File: src/rtl/fetch_pkg.sv
// Shared types and constants for the instruction fetch stage.
package fetch_pkg;

  typedef enum logic [1:0] {
    ST_RUN  = 2'd0,
    ST_MISS = 2'd1,
    ST_DROP = 2'd2
  } fetch_state_t;

  localparam int          FEXC_MISALIGN = 0;
  localparam int          FEXC_ACCESS   = 1;
  localparam logic [31:0] NOP_INSTR     = 32'h0000_0000;

  localparam logic [31:0] RESET_PC_DEFAULT       = 32'h0000_1000;
  localparam logic [31:0] EXC_HANDLER_PC_DEFAULT = 32'h0000_2000;

endpackage

File: src/rtl/fetch_pc_sel.sv
// Next-PC priority mux: exception > branch > pending redirect > hold > pc+4.
module fetch_pc_sel
  import fetch_pkg::*;
#(
  parameter logic [31:0] EXC_HANDLER_PC = EXC_HANDLER_PC_DEFAULT
) (
  input  logic [31:0] pc_i,
  input  logic [31:0] pending_pc_i,
  input  logic        exception_i,
  input  logic [31:0] branch_target_i,
  input  logic        redirect_apply_i,
  input  logic        drop_done_i,
  input  logic        hold_i,
  output logic [31:0] redirect_pc_o,
  output logic [31:0] next_pc_o
);

  always_comb begin
    redirect_pc_o = exception_i ? EXC_HANDLER_PC : branch_target_i;
    if (redirect_apply_i) begin
      next_pc_o = redirect_pc_o;
    end else if (drop_done_i) begin
      next_pc_o = pending_pc_i;
    end else if (hold_i) begin
      next_pc_o = pc_i;
    end else begin
      next_pc_o = pc_i + 32'd4;
    end
  end

endmodule

File: src/rtl/fetch_stage.sv
// Instruction fetch stage with i-cache miss/drop handling.
// Optional build macro: FETCH_MISALIGN_CHECK_EN (misaligned-PC fetch exception).
module fetch_stage
  import fetch_pkg::*;
#(
  parameter logic [31:0] RESET_PC       = RESET_PC_DEFAULT,
  parameter logic [31:0] EXC_HANDLER_PC = EXC_HANDLER_PC_DEFAULT
) (
  input  logic        clk,
  input  logic        reset,
  input  logic        in_stall,
  input  logic        in_d_cache_stall,
  input  logic        in_branch_taken,
  input  logic [31:0] in_branch_target,
  input  logic        in_exception,
  input  logic        in_icache_ready,
  input  logic [31:0] in_icache_rdata,
  input  logic        in_icache_error,
  output logic        out_icache_req,
  output logic [31:0] out_icache_addr,
  output logic [31:0] out_instruction,
  output logic [31:0] out_PC,
  output logic        out_i_cache_stall,
  output logic [2:0]  out_exception_vector
);

  fetch_state_t state_q, state_d;
  logic [31:0]  pc_q, pc_d;
  logic [31:0]  pending_pc_q, pending_pc_d;
  logic [31:0]  redirect_pc;
  logic         misaligned, redirect, redirect_apply, hold, drop_done, deliver;

  // NOTE: every always_comb output gets a default first so no path can infer a latch.
  always_comb begin
    misaligned = 1'b0;
`ifdef FETCH_MISALIGN_CHECK_EN
    misaligned = (state_q == ST_RUN) && (pc_q[1:0] != 2'b00);
`endif
    redirect       = in_exception | in_branch_taken;
    // Outside RUN the outstanding request can only be abandoned once it completes.
    redirect_apply = redirect & ((state_q == ST_RUN) | in_icache_ready);
    hold           = in_stall | in_d_cache_stall | ~in_icache_ready | misaligned;
    drop_done      = (state_q == ST_DROP) & in_icache_ready;
    deliver        = in_icache_ready & (state_q != ST_DROP) & ~misaligned;

    out_icache_req    = ~misaligned;
`ifdef FETCH_MISALIGN_CHECK_EN
    out_icache_addr   = pc_q;
`else
    out_icache_addr   = {pc_q[31:2], 2'b00};
`endif
    out_PC            = pc_q;
    out_instruction   = deliver ? in_icache_rdata : NOP_INSTR;
    out_i_cache_stall = ~misaligned & ((state_q == ST_DROP) | ~in_icache_ready);
    out_exception_vector                = 3'b000;
    out_exception_vector[FEXC_MISALIGN] = misaligned;
    out_exception_vector[FEXC_ACCESS]   = deliver & in_icache_error;

    state_d      = state_q;
    pending_pc_d = pending_pc_q;
    case (state_q)
      ST_RUN: begin
        if (!misaligned && !redirect && !in_icache_ready) state_d = ST_MISS;
      end
      ST_MISS, ST_DROP: begin
        if (in_icache_ready) begin
          state_d = ST_RUN;
        end else if (redirect) begin
          state_d      = ST_DROP;
          pending_pc_d = redirect_pc;
        end
      end
      default: state_d = ST_RUN;
    endcase
  end

  fetch_pc_sel #(
    .EXC_HANDLER_PC (EXC_HANDLER_PC)
  ) u_pc_sel (
    .pc_i             (pc_q),
    .pending_pc_i     (pending_pc_q),
    .exception_i      (in_exception),
    .branch_target_i  (in_branch_target),
    .redirect_apply_i (redirect_apply),
    .drop_done_i      (drop_done),
    .hold_i           (hold),
    .redirect_pc_o    (redirect_pc),
    .next_pc_o        (pc_d)
  );

  // NOTE: state registers use non-blocking assignments so all flops update together.
  always_ff @(posedge clk) begin
    if (reset) begin
      state_q      <= ST_RUN;
      pc_q         <= RESET_PC;
      pending_pc_q <= 32'h0;
    end else begin
      state_q      <= state_d;
      pc_q         <= pc_d;
      pending_pc_q <= pending_pc_d;
    end
  end

endmodule
File: config.mk
export PLATFORM = sky130hd
export DESIGN_NAME = fetch_stage
export DESIGN_NICKNAME = d
export VERILOG_FILES = /design/src/rtl/fetch_pkg.sv /design/src/rtl/fetch_pc_sel.sv /design/src/rtl/fetch_stage.sv
export SDC_FILE = /design/constraint.sdc
export NUM_CORES = 1
export LEC_CHECK = 0
export ABC_AREA = 1
export ABC_CLOCK_PERIOD_IN_PS = 5070
export CAP_MARGIN = 15
export CORE_MARGIN = 3
export CORE_UTILIZATION = 49
export CTS_CLUSTER_SIZE = 40
export DETAILED_ROUTE_END_ITERATION = 12
export PLACE_DENSITY = 0.9
export SLEW_MARGIN = 30
export SYNTH_ARGS = -nofsm -noshare
export SYNTH_HDL_FRONTEND = slang
export SYNTH_SLANG_ARGS = --single-unit
export TNS_END_PERCENT = 5
File: constraint.sdc
create_clock -name clk -period 5.07 [get_ports clk]
set_clock_uncertainty 0.2 [all_clocks]
set_input_delay 1.014 -clock clk [delete_from_list [all_inputs] [get_ports clk]]
set_output_delay 1.014 -clock clk [all_outputs]
set_load 0.01 [all_outputs]
==> metrics, run 1 <==
Mapped Cells=778; top-area cell type share of the netlist area=29.00%; vias in the first global route=4,808; Starting Density=51.25%; post-synthesis sequential area ratio=29.00%; max cap viols=0; Post-CTS Resized=0; critical path data required time=3.86 ns; simple-gate area share of the yosys netlist=32.45%; Final setup viols=0; Comb pwr share=49.2%; Pleak=2.661 nW; CTS Hold Bufs=0; Storage cell area=1321 µm²; FF+latch count, synth=66; post-DR vias/cell=5.228; Core Area=8891 µm²; RePlAce Congestion=0.9918; max_slew headroom=53.42%; RSZ-0062 raised after global routing=false; M1 wire length=5.900 mm; outcome=completed; CTS tree=built; Crit path arrival time=2.93 ns; Async SR Flop Fraction=0%; max-slew violations=0; Period minus WS final=4.147 ns; Initial DRC Count=528; Fillers=807; Synth cell types=35; class of the most critical setup path=in -> out; top sig layer=met4; CP peak stage delay=0.58 ns; port bufs=167; Post-Synthesis Cell Area=4557 µm²; f_max=241.1 MHz; die area=10,490 µm²; multi-input logic area=2406 µm²; proportion of layout cells with a drive suffix above 1=5.686%; post-route ant nets=0; slowest stage cell, crit path=clkdlybuf4s50_1; deepest clock path buffer count=2; PwrDens=395.3 nW/µm²; Synth area leaders=dfxtp_1 (29%), nor2_1 (13%), nand2_1 (13%); fin util=69.48%; synthesized area per cell=5.857 µm²; Final Hold Vio Count=0; number of flops mapped to enable cells by yosys=0; P_int=1.398 mW; worst-path cell chain=clkdlybuf4s50_1 -> inv_2 -> or2_2 -> nor2_1 -> clkdlybuf4s50_1; Worst-Margin Slew=0.6977 ns; Switching Share=42.74%; post-synthesis mux area share=0%; GRT Total Usage=27.25%; Die Ht=102.4 µm; # DRC=0; clock power share=17.5%; final period utilization=81.79%; CTS buffer count=9; drt total wl=14.33 mm; clk slew on worst S/H paths=0.08 ns; Final Net Count=968; Synth Area in Adders=1.098%; Synth top cells by count=nor2_1 (155), nand2_1 (154), inv_1 (90); Yosys top cell by area=dfxtp_1; pin count of the biggest net entering global routing=41; main combinational cell family by area after synthesis=simple AND/OR/NAND/NOR gates; CP dominant cell by count=clkdlybuf4s50_1; Worst-Skew Late Latency=0.36 ns; Syn. warnings=0; initial antenna violation count=0; Vias=5,254; DR WL/cell=14.25 µm; num ports=173; Die X=102.4 µm; area fraction in compound gates after synthesis=17.49%; met2 wire length=6.652 mm; Seq pwr share=33.3%; top-count cell post-synth=nor2_1; VDD IR max=322.6 µV; clk sinks=66; Area growth syn-to-layout=35.56%; drt pass-1 iters=5; met3 wire length=1.532 mm; post-DP HPWL=9.992 mm; Setup Buffers After CTS=0; sw power=1.044 mW; Worst Hold Class=reg -> reg; crit start category=primary input; Main synth FF type=dfxtp_1; first-pass GRT wire length=22.81 mm; CP max FO=34; fraction of synthesized cell area in xor and xnor cells=1.345%; setup TNS=0 ns; Rows=34; Ant. Diodes=0; H-tree depth=3; Remaining Overflow, GRT=0; Root Buffer=clkbuf_8; Worst Setup End Kind=primary output
## worst max-delay path, delay by kind of cell
kind | cells | cell delay [ns]
buffers and inverters | 3 | 1.21
and+or+nand+nor | 2 | 0.71
## power by group through the flow
stage / Sequential (mW) / Combinational (mW) / Clock [mW]
final: 0.813 / 1.20 / 0.428
after global routing: 0.834 / 1.32 / 0.453
after CTS: 0.807 / 1.20 / 0.428
after detailed placement: 0.818 / 1.19 / 0
after global placement: 0.812 / 1.16 / 0
after floorplan: 0.803 / 0.754 / 0
## cells by family (layout without fill, tap and decap cells)
family | Yosys count | after routing
AOI/OAI and AO/OA | 150 | 150
xor gates and xnor gates | 7 | 7
adders and majority gates | 4 | 4
buffers and inverters | 183 | 299
DFF | 66 | 66
other | 2 | 5
and+or+nand+nor | 366 | 366
## cell type report
class                           count  area share [%]
Multi-Input combinational cell    532           38.95
Timing Repair Buffer              173           27.79
Sequential cell                    66           21.39
Inverter                          110           6.684
Clock buffer                       10           2.228
Tap cell                          108           2.188
Clock inverter                      6          0.7697
## per-stage QoR
step | setup slack (ns) | area (µm²) | power, mW | std cells | hold WS (ns)
2_1_floorplan | 1.969 | 4568 | 1.558 | 781 | 0.2246
6_report | 0.9232 | 6177 | 2.442 | 1005 | 0.2569
4_1_cts | 0.9063 | 6177 | 2.431 | 1005 | 0.2541
3_3_place_gp | 1.004 | 5992 | 1.973 | 989 | 0.2345
3_5_place_dp | 0.9136 | 5992 | 2.005 | 989 | 0.2421
5_1_grt | 0.8168 | 6177 | 2.611 | 1005 | 0.2848
## sequential cells by signal, summed over array words and instances, names as in the netlist
name          cells
out_PC           32
pending_pc_q     32
state_q           2
## metal layers
metal	global-route usage, %	vias to the layer above
met4	8.073	0
li1	-	2608
met2	44.09	304
met3	6.007	30
met5	0	-
met1	36.34	2312
## placed cells by master (no fill, tap or decap), drive strengths merged, types with 3 or more instances in the layout
master / count
nand3: 38
ha: 4
o21ai: 76
and2: 3
dfxtp: 66
xnor2: 4
nor2: 160
a211oi: 3
buf: 6
clkbuf: 10
o21bai: 4
nor3: 3
nand2: 156
xor2: 3
inv: 111
o211ai: 3
a31oi: 5
conb: 5
or2: 3
a21oi: 57
clkinv: 4
clkdlybuf4s50: 167
## worst paths after layout
kind                                      start  slack [ns]  cells past startpoint                  end
worst min-delay path            pending_pc_q[3]        0.26                      2      pending_pc_q[3]
worst max-delay path            in_icache_ready        0.92                      5  out_instruction[16]
worst max register to register       state_q[0]        2.35                     11           out_PC[29]
worst min register to register  pending_pc_q[3]        0.26                      2      pending_pc_q[3]
No activity file was read; power rests on OpenSTA's default activity.
==> run 2, diff against run 1 <==
ABC_CLOCK_PERIOD_IN_PS = 4200   (was 5070)
CORE_UTILIZATION = 45   (was 49)
PLACE_DENSITY = 0.84   (was 0.9)
clock period = 4.2 ns   (was 5.07 ns; I/O delays follow)
==> run 2 against run 1 <==
  * Clock power is 37% higher
  * Register-to-register slack got worse by 0.67 ns
  * Combinational power grew 21%
  * First-iteration DRC count down 3.8%
  * Sequential cell count did not move
  * Wire length fell by 0.24%
  * Critical path type unchanged
  * Largest cell class unchanged
  * Highest routed layer unchanged
==> metrics, run 2 (synthesis results as in run 1) <==
outcome=completed; Area growth syn-to-layout=36.96%; VDD IR max=273.8 µV (-15%); proportion of layout cells with a drive suffix above 1=5.568% (-0.12 points); worst-path cell chain=clkdlybuf4s50_1 -> inv_2 -> or2_2 -> nor2_1 -> clkdlybuf4s50_1; max cap viols=0 (unchanged); setup TNS=0 ns (unchanged); Period minus WS final=3.802 ns; CTS tree=built; Post-DP Area=6031 µm² (+0.65%); crit start category=primary input; RSZ-0062 raised after global routing=false; most common cell after layout, fill and taps aside=clkdlybuf4s50_1; Crit path arrival time=2.76 ns (-0.17 ns); Worst-Skew Late Latency=0.35 ns (about the same); Seq pwr share=32.4% (-0.9 points); Initial DRC Count=508 (-3.8%); CTS buffer count=9 (unchanged); clock power share=19.5% (+2.0 points); drt total wl=14.29 mm (-0.24%); Die Ht=106.6 µm (+4.1%); Setup Buffers After CTS=0 (unchanged); clk slew on worst S/H paths=0.08 ns (about the same); slowest stage cell, crit path=clkdlybuf4s50_1; Final Hold Vio Count=0 (unchanged); post-DR vias/cell=5.113 (-2.2%); class of the most critical setup path=in -> out; CTS Hold Bufs=0 (unchanged); total power=3.014 mW (+23%); CP top delay family=buffers and inverters; Core Area=9819 µm² (+10%); Worst-Margin Slew=0.6764 ns (-0.02136 ns); PwrDens=482.9 nW/µm² (+22%); pin count of the biggest net entering global routing=41 (unchanged); CP max FO=34 (unchanged); Die X=106.6 µm (+4.1%); max_slew headroom=54.84% (+1.4 points); # DRC=0 (unchanged); Root Buffer=clkbuf_8; deepest clock path buffer count=2 (unchanged); DR WL/cell=13.86 µm (-2.8%); Worst Path Buf+Inv=3 (unchanged); max-slew violations=0 (unchanged); initial antenna violation count=0 (unchanged); pre-CTS WS=0.3775 ns (-0.5362 ns); CP peak stage delay=0.58 ns (about the same); clk sinks=66 (unchanged); Pleak=2.680 nW (+0.71%); port bufs=167 (unchanged); critical path data required time=3.16 ns (-0.70 ns); Comb pwr share=48.1% (-1.1 points); P_int=1.787 mW (+28%); Starting Density=46.41% (-4.8 points); multi-input logic area=2406 µm² (unchanged); post-route ant nets=0 (unchanged); Post-CTS Resized=0 (unchanged); Storage cell area=1321 µm² (unchanged); drt pass-1 iters=5 (unchanged); CP dominant cell by count=clkdlybuf4s50_1; f_max=263.0 MHz; vias in the first global route=4,871 (+1.3%); Final Net Count=969 (+0.10%); Vias=5,271 (+0.32%); Worst Hold Class=reg -> reg; RePlAce Congestion=0.8987 (-9.4%); first-pass GRT wire length=22.92 mm (+0.48%); Switching Share=40.71% (-2.0 points); Ant. Diodes=0 (unchanged); fin util=63.56% (-5.9 points); die area=11,370 µm² (+8.4%); num ports=173 (unchanged); post-DP HPWL=9.963 mm (-0.29%); GRT Total Usage=24.59% (-2.7 points); Rows=36 (+5.9%); Worst Setup End Kind=primary output; Final setup viols=0 (unchanged); Final WS setup=0.3978 ns (-0.5253 ns); final period utilization=90.53%; Fillers=967 (+20%); H-tree depth=3 (unchanged); most frequent cells in the layout=clkdlybuf4s50_1 (167), nor2_1 (155), nand2_1 (154); Final Cell Area=6241 µm² (+1.0%); Remaining Overflow, GRT=0 (unchanged); sw power=1.227 mW (+18%)
## run 2: tightest hold or removal path: cells and delay by family, from the launching register on
kind,cells,cell delay [ns]
flip-flops,1,0.30
buffers and inverters,1,0.05
AO/OA/AOI/OAI,1,0.05
## run 2: power groups by stage
stage                     Combinational, mW  Sequential [mW]  Clock [mW]
after CTS                              1.44            0.973       0.586
after global placement                 1.41            0.981           0
final                                  1.45            0.977       0.588
after floorplan                       0.911            0.970           0
after global routing                   1.60             1.01       0.617
after detailed placement               1.43            0.985           0
## run 2: path summary, 6_finish.rpt
kind,slack [ns],cells after the start,start,end
hold reg to reg,0.25,2,pending_pc_q[4],pending_pc_q[4]
setup reg to reg,1.68,8,state_q[0],pending_pc_q[20]
hold / removal,0.25,2,pending_pc_q[4],pending_pc_q[4]
setup / recovery,0.40,5,in_icache_ready,out_instruction[25]
## run 2: metal layers
layer | wire (µm) | GRT usage (%) | share of wire, % | vias up
met5 | 0 | 0 | 0 | -
met4 | 258 | 7.671 | 1.8 | 0
met1 | 5883 | 32.71 | 41 | 2334
met3 | 1606 | 4.816 | 11 | 25
li1 | - | - | - | 2605
met2 | 6544 | 40.24 | 46 | 307
## run 2: final cells by class
| type | instances | area share, % |
|---|---|---|
| Tap cell | 133 | 2.666 |
| Timing Repair Buffer | 174 | 27.63 |
| Inverter | 110 | 6.616 |
| Multi-Input combinational cell | 532 | 38.55 |
| Sequential cell | 66 | 21.17 |
| Clock inverter | 5 | 1.263 |
| Clock buffer | 11 | 2.105 |
## run 2: through the flow
step	instances	hold slack, ns
after detailed placement	1015	0.2389
after global routing	1031	0.2748
after global placement	1015	0.2353
after floorplan	781	0.2246
after CTS	1031	0.2500
final	1031	0.2519
==> run 3, diff against run 2 <==
CORE_MARGIN = not set   (was 3)
CORE_UTILIZATION = 60   (was 45)
DONT_BUFFER_PORTS = 1   (was not set)
PLACE_DENSITY = 0.78   (was 0.84)
==> run 3 against run 2 <==
  * Largest power group is now registers
  * Cell area shrank 28%
  * First-iteration DRC count down 9.1%
  * Non-clock buffer count down 170
  * Combinational power decreased by 36%
  * Via count shrank 14%
  * Power decreased by 18%
  * Sequential cell count is the same
  * Cell count decreased by 20%
  * Worst setup slack gained 0.93 ns
==> metrics, run 3 (synthesis results as in run 1) <==
worst-path cell chain=inv_1 -> ha_1 -> or2_2 -> nor2_1; post-DR vias/cell=5.492 (+7.4%); Worst Hold Class=reg -> reg; CP max FO=34 (unchanged); clk slew on worst S/H paths=0.07 ns (about the same); Crit path arrival time=1.83 ns (-0.93 ns); Die X=89.15 µm (-16%); met2 wire length=5.430 mm (-17%); clk sinks=66 (unchanged); Die Ht=89.15 µm (-16%); most common cell after layout, fill and taps aside=nor2_1; deepest clock path buffer count=2 (unchanged); initial antenna violation count=0 (unchanged); Vias=4,542 (-14%); Initial DRC Count=462 (-9.1%); drt total wl=12.40 mm (-13%); setup TNS=0 ns (unchanged); Remaining Overflow, GRT=0 (unchanged); DR WL/cell=15.00 µm (+8.2%); max-slew violations=0 (unchanged); outcome=completed; final cell count without fillers=827 (-20%); die area=7948 µm² (-30%); first-pass GRT wire length=19.49 mm (-15%); Final Hold Vio Count=0 (unchanged); slowest stage cell, crit path=or2_2; CTS buffer count=9 (unchanged); drt pass-1 iters=6 (+1); proportion of layout cells with a drive suffix above 1=6.593% (+1.0 points); Core Area=7292 µm² (-26%); Setup Buffers After CTS=0 (unchanged); Post-CTS Resized=0 (unchanged); max cap viols=0 (unchanged); critical path data required time=3.16 ns (about the same); Area growth syn-to-layout=-1.977%; port bufs=0 (-100%); pin count of the biggest net entering global routing=42 (+2.4%); RSZ-0062 raised after global routing=false; GRT Total Usage=31.97% (+7.4 points); class of the most critical setup path=reg -> out; Final Cell Area=4467 µm² (-28%); H-tree depth=3 (unchanged); M1 wire length=5.557 mm (-5.5%); RePlAce Congestion=0.9022 (+0.39%); Ant. Diodes=0 (unchanged); Post-DP Area=4294 µm² (-29%); Rows=31 (-14%); Worst-Skew Late Latency=0.34 ns (about the same); VDD IR max=353.1 µV (+29%); Root Buffer=clkbuf_8; post-DP HPWL=8.474 mm (-15%); CTS tree=built; final period utilization=68.37% (-22 points); Worst-Margin Slew=0.6818 ns (+0.005463 ns); Period minus WS final=2.872 ns (-0.9305 ns); vias in the first global route=3,951 (-19%); most frequent cells in the layout=nor2_1 (155), nand2_1 (154), inv_1 (89); num ports=173 (unchanged); post-route ant nets=0 (unchanged); top sig layer=met4; Hold Worst Slack=0.2510 ns (-0.0009270 ns); CP peak stage delay=0.53 ns (-0.05 ns); # DRC=0 (unchanged); crit start category=flip-flop; f_max=348.2 MHz (+32%); Starting Density=62.49% (+16 points); Worst Setup End Kind=primary output; total power=2.485 mW (-18%); Final setup viols=0 (unchanged); CTS Hold Bufs=0 (unchanged); # placed instances=811 (-20%); PwrDens=556.3 nW/µm² (+15%); Final Net Count=799 (-18%); max_slew headroom=54.48% (-0.36 points); met3 wire length=1.249 mm (-22%); Pleak=2.014 nW (-25%)
run 3: changes by cell type in the layout (fill, tap and decap cells not counted), sizes merged:
cell | before | now
clkinv | 5 | 3
clkinvlp | 0 | 3
clkbuf | 11 | 12
bufinv | 2 | 0
clkdlybuf4s50 | 167 | 0
buf | 7 | 4
run 3: metrics by stage:
step	setup WS, ns	utilization [%]
2_1_floorplan	1.447	-
3_3_place_gp	1.448	58.89
3_5_place_dp	1.370	58.89
4_1_cts	1.323	61.26
5_1_grt	1.171	61.26
6_report	1.328	61.26
run 3: per-layer routing:
metal | GRT usage (%) | up-vias
met5 | 0 | -
met4 | 7.937 | 0
met3 | 6.833 | 24
met2 | 48.16 | 235
met1 | 46.47 | 2011
li1 | - | 2272
run 3: layout make-up:
type,instances,area (µm²)
Timing Repair Buffer,4,30.03
Clock inverter,4,27.53
Inverter,110,412.9
Tap cell,99,123.9
Sequential cell,66,1321
Clock buffer,12,145.1
Fill cell,742,2825
Multi-Input combinational cell,532,2406
run 3: worst paths after layout:
kind	startpoint	endpoint	slack, ns	depth (start not counted)
hold reg to reg	pending_pc_q[4]	pending_pc_q[4]	0.25	2
setup reg to reg	state_q[0]	out_PC[5]	1.55	12
setup / recovery	state_q[0]	out_instruction[3]	1.33	4
hold / removal	pending_pc_q[4]	pending_pc_q[4]	0.25	2
run 3: power by group:
group / switching (mW) / internal [mW] / leakage (nW)
clock network: 0.250 / 0.230 / 0.0786
logic: 0.627 / 0.306 / 1.39
registers: 0.279 / 0.793 / 0.542
run 3: critical path: cells and delay by family (launching register included):
family	cells	cell delay [ns]
buffers and inverters	1	0.08
and+or+nand+nor	2	0.82
adders and majority gates	1	0.20
DFF	1	0.38
